$ cat src/rtl/keccak_rc_sequencer.sv
// keccak_rc_sequencer
// Streams the Keccak-f[1600] iota round constants RC[0..NR_ROUNDS-1], one per
// round, over a valid/ready handshake. Each constant is assembled bit by bit
// from the FIPS 202 rc(t) LFSR (one LFSR step per clock), so no constant ROM
// is needed. The LFSR keeps running from one round into the next; it is only
// reloaded when a new sequence starts. A one-cycle done pulse follows the
// acceptance of the last constant.
module keccak_rc_sequencer #(
    parameter int L         = 6,
    parameter int W         = 64,
    parameter int NR_ROUNDS = 24
) (
    input  logic         clk,
    input  logic         rst_n,
    input  logic         start,
    input  logic         abort,
    output logic         busy,
    output logic         rc_valid,
    input  logic         rc_ready,
    output logic [W-1:0] rc_out,
    output logic [4:0]   rc_round,
    output logic         done
);

    // Bit counter j runs 0..L inside one round.
    localparam int JW = $clog2(L + 1);

    typedef enum logic [1:0] {
        ST_IDLE = 2'd0,
        ST_GEN  = 2'd1,
        ST_HOLD = 2'd2
    } state_t;

    state_t         state_r;
    state_t         state_s;
    logic [7:0]     lfsr_r;
    logic [7:0]     lfsr_s;
    logic [JW-1:0]  j_r;
    logic [JW-1:0]  j_s;
    logic [W-1:0]   shadow_r;
    logic [W-1:0]   shadow_s;
    logic [W-1:0]   rc_out_r;
    logic [W-1:0]   rc_out_s;
    logic [4:0]     rc_round_r;
    logic [4:0]     rc_round_s;
    logic           rc_valid_r;
    logic           rc_valid_s;
    logic           busy_r;
    logic           busy_s;
    logic           done_r;
    logic           done_s;

    logic           handshake_s;
    logic           last_round_s;
    logic           gen_last_s;

    // One step of the FIPS 202 rc(t) LFSR. R[0] is the FIPS first bit; the
    // bit shifted out of R[7] feeds back into bits 0, 4, 5 and 6.
    function automatic logic [7:0] lfsr_step(input logic [7:0] r);
        logic fb;
        fb = r[7];
        return {r[6:0], 1'b0} ^ {1'b0, fb, fb, fb, 3'b000, fb};
    endfunction

    // Place rc bit b at lane position 2^j-1; every other bit is left as is.
    function automatic logic [W-1:0] place_rc_bit(input logic [W-1:0] sh,
                                                   input logic [JW-1:0] j,
                                                   input logic b);
        logic [W-1:0] res;
        res = sh;
        for (int k = 0; k <= L; k++) begin
            if (j == JW'(k)) begin
                res[(1 << k) - 1] = b;
            end else begin
                res[(1 << k) - 1] = res[(1 << k) - 1];
            end
        end
        return res;
    endfunction

    assign handshake_s  = rc_valid_r & rc_ready;
    assign last_round_s = (rc_round_r == 5'(NR_ROUNDS - 1));
    assign gen_last_s   = (j_r == JW'(L));

    // State register.
    always_ff @(posedge clk or negedge rst_n) begin
        if (!rst_n) begin
            state_r <= ST_IDLE;
        end else begin
            state_r <= state_s;
        end
    end

    // Next-state decision; abort wins over start and over the handshake.
    always_comb begin
        state_s = state_r;
        case (state_r)
            ST_IDLE: begin
                if (start && !abort) begin
                    state_s = ST_GEN;
                end else begin
                    state_s = ST_IDLE;
                end
            end
            ST_GEN: begin
                if (abort) begin
                    state_s = ST_IDLE;
                end else if (gen_last_s) begin
                    state_s = ST_HOLD;
                end else begin
                    state_s = ST_GEN;
                end
            end
            ST_HOLD: begin
                if (abort) begin
                    state_s = ST_IDLE;
                end else if (handshake_s && last_round_s) begin
                    state_s = ST_IDLE;
                end else if (handshake_s) begin
                    state_s = ST_GEN;
                end else begin
                    state_s = ST_HOLD;
                end
            end
            default: begin
                state_s = ST_IDLE;
            end
        endcase
    end

    // Next values of the LFSR, bit counter, shadow constant and outputs.
    always_comb begin
        lfsr_s     = lfsr_r;
        j_s        = j_r;
        shadow_s   = shadow_r;
        rc_out_s   = rc_out_r;
        rc_round_s = rc_round_r;
        done_s     = 1'b0;
        case (state_r)
            ST_IDLE: begin
                if (start && !abort) begin
                    lfsr_s     = 8'h01;
                    j_s        = {JW{1'b0}};
                    rc_round_s = 5'd0;
                    shadow_s   = {W{1'b0}};
                end else begin
                    lfsr_s = lfsr_r;
                end
            end
            ST_GEN: begin
                if (!abort) begin
                    shadow_s = place_rc_bit(shadow_r, j_r, lfsr_r[0]);
                    lfsr_s   = lfsr_step(lfsr_r);
                    j_s      = j_r + JW'(1);
                    // The last bit is folded in on the same edge that
                    // publishes the constant.
                    if (gen_last_s) begin
                        rc_out_s = shadow_s;
                    end else begin
                        rc_out_s = rc_out_r;
                    end
                end else begin
                    shadow_s = shadow_r;
                end
            end
            ST_HOLD: begin
                if (!abort && handshake_s) begin
                    if (last_round_s) begin
                        done_s = 1'b1;
                    end else begin
                        rc_round_s = rc_round_r + 5'd1;
                        j_s        = {JW{1'b0}};
                        shadow_s   = {W{1'b0}};
                    end
                end else begin
                    done_s = 1'b0;
                end
            end
            default: begin
                done_s = 1'b0;
            end
        endcase
        rc_valid_s = (state_s == ST_HOLD);
        busy_s     = (state_s != ST_IDLE);
    end

    // Datapath and output registers.
    always_ff @(posedge clk or negedge rst_n) begin
        if (!rst_n) begin
            lfsr_r     <= 8'h01;
            j_r        <= {JW{1'b0}};
            shadow_r   <= {W{1'b0}};
            rc_out_r   <= {W{1'b0}};
            rc_round_r <= 5'd0;
            rc_valid_r <= 1'b0;
            busy_r     <= 1'b0;
            done_r     <= 1'b0;
        end else begin
            lfsr_r     <= lfsr_s;
            j_r        <= j_s;
            shadow_r   <= shadow_s;
            rc_out_r   <= rc_out_s;
            rc_round_r <= rc_round_s;
            rc_valid_r <= rc_valid_s;
            busy_r     <= busy_s;
            done_r     <= done_s;
        end
    end

    assign busy     = busy_r;
    assign rc_valid = rc_valid_r;
    assign rc_out   = rc_out_r;
    assign rc_round = rc_round_r;
    assign done     = done_r;

endmodule

$ cat config.mk
export PLATFORM = sky130hd
export DESIGN_NAME = keccak_rc_sequencer
export DESIGN_NICKNAME = d
export VERILOG_FILES = /design/src/rtl/keccak_rc_sequencer.sv
export SDC_FILE = /design/constraint.sdc
export NUM_CORES = 1
export LEC_CHECK = 0
export ABC_AREA = 1
export BUFFER_PORTS_ARGS = -buffer_cell sky130_fd_sc_hd__buf_2
export CAP_MARGIN = 15
export CELL_PAD_IN_SITES_DETAIL_PLACEMENT = 1
export CELL_PAD_IN_SITES_GLOBAL_PLACEMENT = 1
export CORE_ASPECT_RATIO = 0.5
export CORE_MARGIN = 4
export CORE_UTILIZATION = 32
export CTS_CLUSTER_DIAMETER = 100
export DETAILED_ROUTE_END_ITERATION = 7
export GPL_TIMING_DRIVEN = 0
export PLACE_DENSITY_LB_ADDON = 0.1
export SYNTH_ARGS = -nofsm -noshare
export SYNTH_HDL_FRONTEND = slang
export SYNTH_SLANG_ARGS = --single-unit
export TNS_END_PERCENT = 50
$ cat constraint.sdc
create_clock -name clk -period 1.4 [get_ports clk]
set_clock_uncertainty 0.15 [all_clocks]
set_input_delay 0.07 -clock clk [delete_from_list [all_inputs] [get_ports clk]]
set_output_delay 0.07 -clock clk [all_outputs]
set_load 0.01 [all_outputs]
==> impl_metrics.csv <==
group,metric,value,unit
synth,ys_seq_elements,35,
layout,most-common-layout-cells,"67 x buf_4, 66 x nand2_1, 57 x conb_1",
drt,drc,0,
drt,drt_wl_total,5950,um
global_routing,grt_max_degree,36,
synth,syn-cell-area,2180,um^2
power_and_ir_drop,power,0.00304,W
clocking,cts_tree,"yes",
clocking,cts_made_buffers,5,
synth,synth.avg_cell_area,8.07,um^2
synth,synth_warnings,0,
power_and_ir_drop,p_leak,1.74,nW
layout,drive_gt1_share,42.7,%
synth,synth_top_area_cell,"dfrtp_1",
sta,slew_headroom,44.2,%
sta,hold_violations,0,
global_routing,grt_pass1_wl,9520,um
synth,netlist.area_leader.share,39.0,%
floorplan,die_y,66.4,um
global_routing,grt_usage,14.4,%
synth,yosysSeqAreaShare,40.2,%
synth,synth.area.top_cells,"dfrtp_1 39%, buf_4 20%, nand2_1 13%",
min_path,holdCritPathClass,"in -> reg",
sta,worstMarginPinSlew,837,ps
global_routing,antenna_found_initial,0,
drt,post_drt_wl_per_cell,13.0,um
placed_design,routabilityCongestion,0.805,
global_routing,gr-usage-met2,25.5,%
floorplan,placementRows,20,
job,drv_cap,0,
placed_design,dp_hpwl,3900,um
drt,routed_via_density,4.20,
placed_design,io_buffer_count,19,
clocking,clock_latency,280,ps
global_routing,grt_overflow,0,
setup_path,crit_path_start_kind,"register",
setup_path,cp-end-kind,"register",
floorplan,die_w,125,um
layout,final_cells,458,
sta,min_period_over_period,106,%
clocking,clockRootBuffer,"clkbuf_16",
setup_path,critical_path_class,"reg -> reg",
layout,final_common_cell,"buf_4",
sta,fin_crit,1480,ps
sta,setup_viol,26,
drt,ant_nets,0,
status,status,"finished, violations left",
floorplan,die-area,8280,um^2
setup_path,cp_max_fo,5,
sta,maxSlewViolCount,0,
synth,syn_inst,270,
global_routing,met3_usage,3.95,%
setup_path,worstPathArrival,1490,ps
drt,drt-pass1-iter-count,4,
floorplan,core_area,6330,um^2
status,violations,"negative setup slack",
global_routing,use_met1,17.3,%
power_and_ir_drop,ir_drop,0.396,mV
global_routing,busiest_layer,"met2",
power_and_ir_drop,power_density,968,nW/um^2
clocking,cts_buffer_depth,2,
layout,n_antenna_cell,0,
clocking,cts.sinks,35,
clocking,path_clk_slew,60,ps
drt,first_iter_violations,62,
sta,rsz0062_at_grt,"true",
sta,whs,18.4,ps
clocking,h-tree-depth,2,
drt,vias,1924,
sta,tns,-989,ps
setup_path,worstPathRequired,1410,ps
synth,ys_types,28,
floorplan,ios,77,
layout,area_delta_synth_final,43.9,%
global_routing,grt_pass1_vias,1979,
floorplan,initial_core_util,34.4,%
placed_design,place_inst,433,
layout,fin_nets,380,
sta,finalWorstSetupSlack,-77.6,ps
sta,clock.fmax,0.677,GHz
==> timing repair <==
| item | CTS | global route |
|---|---|---|
| gates resized for setup | 48 | 21 |
| endpoints found under the hold margin | 34 | 0 |
| setup buffers | 6 | 7 |
| cloned | 3 | 0 |
| pin swaps | 9 | 9 |
| endpoints found under the setup margin | 34 | 33 |
| hold buffers | 1 | 0 |
==> logic make-up after synthesis <==
| logic type | synth area share (%) |
|---|---|
| simple gates | 25.5 |
| compound gates | 6.89 |
| fa+ha+maj | 3.44 |
| flops | 40.2 |
| buf+inv | 23.7 |
| other cells | 0.172 |
==> final timing paths <==
path / from / slack [ps] / to / cells after the start
hold reg to reg: rc_out[1]$_DFFE_PN0P_ / 320 / rc_out[1]$_DFFE_PN0P_ / 2
setup reg to reg: rc_round[0]$_DFFE_PN0P_ / -80 / shadow_r[63]$_DFFE_PN0P_ / 7
max in group asynchronous: rst_n / 220 / j_r[2]$_DFFE_PN0P_ / 2
min in group asynchronous: rst_n / 280 / rc_out[1]$_DFFE_PN0P_ / 2
setup / recovery: rc_round[0]$_DFFE_PN0P_ / -80 / shadow_r[63]$_DFFE_PN0P_ / 7
hold / removal: start / 20 / state_r[0]$_DFF_PN0_ / 3
==> stage by stage <==
step / util [%] / area, um^2 / setup slack (ps)
floorplan: - / 2420 / -10.1
global placement: 41.4 / 2620 / -109
detailed placement: 41.4 / 2620 / -150
CTS: 47.2 / 2990 / -56.0
global route: 49.5 / 3140 / -143
finish: 49.5 / 3140 / -77.6
==> critical path: stages (launching register included) <==
cell     delay [ps]
dfrtp_1         400
ha_2            220
nand2_4          80
inv_4            50
nand3_4         130
nand4_4         160
nand2_1         120
nand2_1          60
==> cell type report <==
type | instances | area (um^2)
Fill cell | 781 | 3190
Multi-Input combinational cell | 214 | 1230
Sequential cell | 35 | 882
Buffer | 60 | 462
Timing Repair Buffer | 34 | 228
Clock buffer | 7 | 133
Tap cell | 88 | 110
Inverter | 18 | 76.3
Timing Repair inverter | 1 | 7.51
Clock inverter | 1 | 5.00
==> layer usage <==
layer	up-vias	wire (um)
met1	902	2560
met4	0	78
met5	-	0
met2	67	2960
met3	7	360
li1	948	-
==> state kept, by name, indices dropped and copies added (netlist names), 2 cells and up <==
register	cells
lfsr_r	8
rc_out	7
shadow_r	7
rc_round	5
j_r	3
state_r	2
==> Yosys cell counts (all sizes together) <==
cell,number
nor3,1
buf,60
a21oi,5
nand2,81
dfrtp,34
dfstp,1
or2,3
nor2,15
a31oi,2
inv,18
o21ai,21
nand4,6
conb,1
nand3,16
ha,6
==> where the power goes <==
group	internal (W)	switching, W	total, W	leakage [nW]
Sequential	0.00110	0.0000742	0.00117	0.470
Combinational	0.000329	0.000459	0.000788	1.20
Clock	0.000658	0.000417	0.00107	0.0679
Power figures use the tool's default switching activity.
